--- src/rtl/arb_pkg.sv ---
// rtl/arb_pkg.sv - shared types and constants for the round-robin mux-select arbiter
package arb_pkg;

  localparam int N_LANES = 4;
  localparam int SEL_W   = 2;

  typedef enum logic [1:0] {
    IDLE  = 2'd0,
    GRANT = 2'd1,
    GAP   = 2'd2
  } state_t;

endpackage

--- src/rtl/rr_pick4.sv ---
// rtl/rr_pick4.sv - combinational round-robin pick: rotate, priority-encode, un-rotate
module rr_pick4
  import arb_pkg::*;
(
  input  logic [N_LANES-1:0] req,
  input  logic [SEL_W-1:0]   ptr,
  output logic               found,
  output logic [SEL_W-1:0]   idx
);

  logic [N_LANES-1:0] rot;
  logic [SEL_W-1:0]   lane;
  logic [SEL_W-1:0]   offs;

  // rot[i] is the request i places after ptr; lowest set bit wins, then map back to a lane
  always_comb begin
    rot  = '0;
    lane = '0;
    offs = '0;
    for (int i = 0; i < N_LANES; i++) begin
      lane   = SEL_W'(i) + ptr;
      rot[i] = req[lane];
    end
    for (int i = N_LANES - 1; i >= 0; i--) begin
      if (rot[i]) offs = SEL_W'(i);
    end
    found = |req;
    idx   = offs + ptr;
  end

endmodule

--- src/rtl/rr_sel_arb4.sv ---
// rtl/rr_sel_arb4.sv - 4-lane round-robin arbiter driving a registered 4:1 mux select
module rr_sel_arb4
  import arb_pkg::*;
#(
  parameter int MAX_HOLD = 8
) (
  input  logic               clk,
  input  logic               rst,
  input  logic [N_LANES-1:0] req,
  input  logic               done,
  output logic [SEL_W-1:0]   s,
  output logic [N_LANES-1:0] gnt,
  output logic               gnt_valid,
  output logic               timeout
);

  localparam logic [7:0] HOLD_LAST = 8'(MAX_HOLD - 1);

  state_t             state_q, state_d;
  logic [SEL_W-1:0]   s_q, s_d;
  logic [N_LANES-1:0] gnt_q, gnt_d;
  logic               gnt_valid_q, gnt_valid_d;
  logic               timeout_q, timeout_d;
  logic [SEL_W-1:0]   ptr_q, ptr_d;
  logic [7:0]         hold_cnt_q, hold_cnt_d;

  logic               pick_found;
  logic [SEL_W-1:0]   pick_idx;
  logic               rel_done;
  logic               rel_wd;
  logic               rel_lim;

  rr_pick4 u_pick (
    .req   (req),
    .ptr   (ptr_q),
    .found (pick_found),
    .idx   (pick_idx)
  );

  assign rel_done = done;
  assign rel_wd   = ~req[s_q];
  assign rel_lim  = (hold_cnt_q == HOLD_LAST);

  // Next-state and output-register computation; timeout defaults low so it only pulses
  always_comb begin
    state_d     = state_q;
    s_d         = s_q;
    gnt_d       = gnt_q;
    gnt_valid_d = gnt_valid_q;
    timeout_d   = 1'b0;
    ptr_d       = ptr_q;
    hold_cnt_d  = hold_cnt_q;
    case (state_q)
      IDLE: begin
        if (pick_found) begin
          state_d          = GRANT;
          s_d              = pick_idx;
          gnt_d            = '0;
          gnt_d[pick_idx]  = 1'b1;
          gnt_valid_d      = 1'b1;
          hold_cnt_d       = '0;
        end
      end
      GRANT: begin
        if (rel_done || rel_wd || rel_lim) begin
          state_d     = GAP;
          gnt_d       = '0;
          gnt_valid_d = 1'b0;
          ptr_d       = s_q + 1'b1;
          // the limit only counts as a timeout when nothing else ended the grant
          timeout_d   = rel_lim && !rel_done && !rel_wd;
        end else begin
          hold_cnt_d = hold_cnt_q + 8'd1;
        end
      end
      GAP: begin
        state_d = IDLE;
      end
      default: begin
        state_d = IDLE;
      end
    endcase
  end

  // State and output registers with asynchronous clear
  always_ff @(posedge clk or posedge rst) begin
    if (rst) begin
      state_q     <= IDLE;
      s_q         <= '0;
      gnt_q       <= '0;
      gnt_valid_q <= 1'b0;
      timeout_q   <= 1'b0;
      ptr_q       <= '0;
      hold_cnt_q  <= '0;
    end else begin
      state_q     <= state_d;
      s_q         <= s_d;
      gnt_q       <= gnt_d;
      gnt_valid_q <= gnt_valid_d;
      timeout_q   <= timeout_d;
      ptr_q       <= ptr_d;
      hold_cnt_q  <= hold_cnt_d;
    end
  end

  assign s         = s_q;
  assign gnt       = gnt_q;
  assign gnt_valid = gnt_valid_q;
  assign timeout   = timeout_q;

endmodule

--- config.mk ---
export PLATFORM = sky130hd
export DESIGN_NAME = rr_sel_arb4
export DESIGN_NICKNAME = d
export VERILOG_FILES = /design/src/rtl/arb_pkg.sv /design/src/rtl/rr_pick4.sv /design/src/rtl/rr_sel_arb4.sv
export SDC_FILE = /design/constraint.sdc
export NUM_CORES = 1
export LEC_CHECK = 0
export CORE_ASPECT_RATIO = 0.75
export CORE_MARGIN = 2
export CORE_UTILIZATION = 48
export CTS_CLUSTER_SIZE = 24
export DETAILED_ROUTE_END_ITERATION = 16
export HOLD_SLACK_MARGIN = 0.03
export PLACE_DENSITY = 0.84
export SETUP_SLACK_MARGIN = 0.05
export SYNTH_ARGS = -nofsm -noshare
export SYNTH_HDL_FRONTEND = slang
export SYNTH_SLANG_ARGS = --single-unit
--- constraint.sdc ---
create_clock -name clk -period 2.01 [get_ports clk]
set_clock_uncertainty 0.15 [all_clocks]
set_input_delay 0.402 -clock clk [delete_from_list [all_inputs] [get_ports clk]]
set_output_delay 0.402 -clock clk [all_outputs]
set_load 0.01 [all_outputs]
==> flow_summary.ini <==
[outcome]
status = finished, violations left
violations = setup timing

[finish]
syn2layout_area_growth_pct = 46.6
layout.nets = 178
final_area_mm2 = 0.00169
drive_above_1_share_pct = 31.0
fin_util_pct = 73.6
stdcell_count = 202
antenna_cells = 0

[routing]
detail_route.wl_per_cell_um = 19.1
first_pass_iters = 4
via_count = 1209
drcViolationCount = 0
drtIter0Drc = 66
wirelength_mm = 3.87
antenna_left = 0
routed_via_density = 5.99

[placed_design]
dp.cells = 193
io_buffers = 14
place_congestion = 0.917
placed_area_mm2 = 0.00147
dp_hpwl_mm = 2.30

[sta]
finalHoldViolations = 0
relSlewSlack_pct = 66.2
tns_ns = -0.208
drv_slew = 0
period_needed_ns = 2.10
tightest_slew_ns = 0.503
setup_viol = 3
rsz0062_at_grt = yes
holdWs_ns = 0.262
finalCritPeriodShare_pct = 105
setup_slack_ns = -0.0922
clock.fmax_mhz = 476

[pwr]
power_per_cell_area_mw_per_mm2 = 1350
vdd_drop_max_mv = 0.827
p_leak_nw = 0.756

[global_route]
grt_pass1_wl_mm = 5.29
met2_usage_pct = 45.2
use_met1_pct = 33.2
grt_pass1_vias = 1157
grt_most_used_layer = met2
grt_max_degree = 21
grt_use_total_pct = 26.4
grt_use_met3_pct = 5.90
gr-total-overflow = 0
antenna_found_initial = 0

[synthesis]
ys.flop_type = dfrtp_1
ys_seq_area_share_pct = 43.5
syn_area_mm2 = 0.00115
yosysUniqueCellTypes = 36
ys_ff_latch = 20
synth_edf_count = 0
netlist_instances = 128
synth_area_per_cell_um2 = 8.98
synth-async-reset-ratio_pct = 100
yosys_warnings = 0
syn_nets = 137

[setup_path]
worstPathCellList = nand2_1 > a21oi_2 > nor2_1 > a211oi_2 > a21oi_2 > ha_4 > xnor2_4 > o21ai_0 > a31oi_1
cp_top_family = compound AO/OA/AOI/OAI gates
start_kind = register
cp_data_required_time_ns = 2.07
crit_fanout = 5
cp_common_cell = a21oi_2
cpMaxStageDelayCell = dfrtp_1
endpoint_kind = register
cp.arrival_ns = 2.16
worst-setup-path-type = register to register
crit_buf_inv = 0
cp_slowest_stage_delay_ns = 0.44

[clocking]
cts_tree = done
clkSinkCount = 20
clockBufferDepth = 2
root_buffer = clkbuf_4
h-tree-depth = 1
cts_buffers = 3
clk_latency_ns = 0.31
path_clk_slew_ns = 0.11

[die]
ios = 15
fp.dieH_um = 46.4
start_util_pct = 50.2
die_x_um = 60.5
die_area_mm2 = 0.00281
core_mm2 = 0.00229
num_rows = 15

[run]
drv_cap = 0

[hold_path]
hp-class = input pin to async pin
worst min-delay path, stage by stage:
cell	delay, ns
clkdlybuf4s50_1	0.40
inv_1	0.06
buf_4	0.26
final cells by class:
| class | instances | area [um^2] |
|---|---|---|
| repair buffers | 39 | 322 |
| inverters | 3 | 11.3 |
| well taps | 34 | 42.5 |
| fillers | 162 | 604 |
| flip-flops and latches | 20 | 500 |
| clock buffers | 4 | 36.3 |
| multi-input cells | 102 | 773 |
cell families after synthesis:
kind of cell	Yosys count	share of synthesized area, %
DFF	20	43.5
and+or+nand+nor	62	28.4
buffers and inverters	6	2.07
xor gates and xnor gates	7	5.33
adders and majority gates	2	2.18
muxes	2	2.83
AOI/OAI and AO/OA	29	15.7
cells in the mapped netlist (3+ instances only):
cell,count,share of area (%)
dfrtp_1,20,44
nor2b_1,3,1.6
o21ai_0,11,4.8
nand3_1,17,7.4
a21oi_1,5,2.2
xnor2_1,5,3.8
nand2_1,13,4.2
inv_1,3,0.98
nor3_1,5,2.2
and3_1,3,1.6
nor2_1,11,3.6
what timing repair did:
action                                  4_1_cts  5_1_grt
hold buffers                                  0        0
resized for setup                            17       18
pin swaps                                    11        9
buffers inserted                              3        2
endpoints found under the setup margin       16        9
sequential cells by signal, indices dropped and copies added (netlist names):
register,cells
s,2
gnt_valid,1
ptr_q,2
timeout,1
hold_cnt_q,8
state_q,2
gnt,4
cells in the final DEF (no fill, tap or decap), types with 2 or more instances in the layout:
master,count
inv_1,3
and3_4,2
nand2_1,13
a21o_1,2
o211ai_1,2
nor3_1,3
o21ai_1,4
a21oi_2,2
nor2_1,11
nand3_2,2
dfrtp_1,20
nand3_1,15
clkdlybuf4s50_1,9
buf_4,25
nor2b_1,2
o21ai_0,7
a21oi_1,3
clkbuf_4,3
nand2b_1,2
nor3_4,2
dlygate4sd2_1,3
xnor2_1,4
through the flow:
stage / worst slack (ns) / power (mW)
finish: -0.0922 / 2.28
global route: -0.190 / 2.39
CTS: 0.0572 / 1.97
detailed placement: -0.557 / 1.65
global placement: -0.463 / 1.58
floorplan: 0.0528 / 1.19
path summary, 6_finish.rpt:
path,start,to,slack [ns],cells after the start
worst max register to register,ptr_q[1],s[1],-0.09,9
worst min register to register,gnt_valid,gnt_valid,0.36,2
worst min-delay path,rst,hold_cnt_q[2],0.26,3
max in group asynchronous,rst,hold_cnt_q[3],1.24,3
worst max-delay path,ptr_q[1],s[1],-0.09,9
min in group clk,gnt_valid,gnt_valid,0.36,2
where the power goes:
group	switching [mW]	leakage, nW	total [mW]	internal (mW)
clock	0.125	0.0210	0.236	0.111
combinational	0.743	0.474	1.41	0.667
sequential	0.129	0.261	0.636	0.507
metal layers:
layer  vias up  part of all wire (%)
li1        537                     -
met4         0                   2.8
met5         -                     0
met3        14                   8.0
met1       578                    40
met2        80                    49
Note: power is estimated with default switching activity, not from simulation.
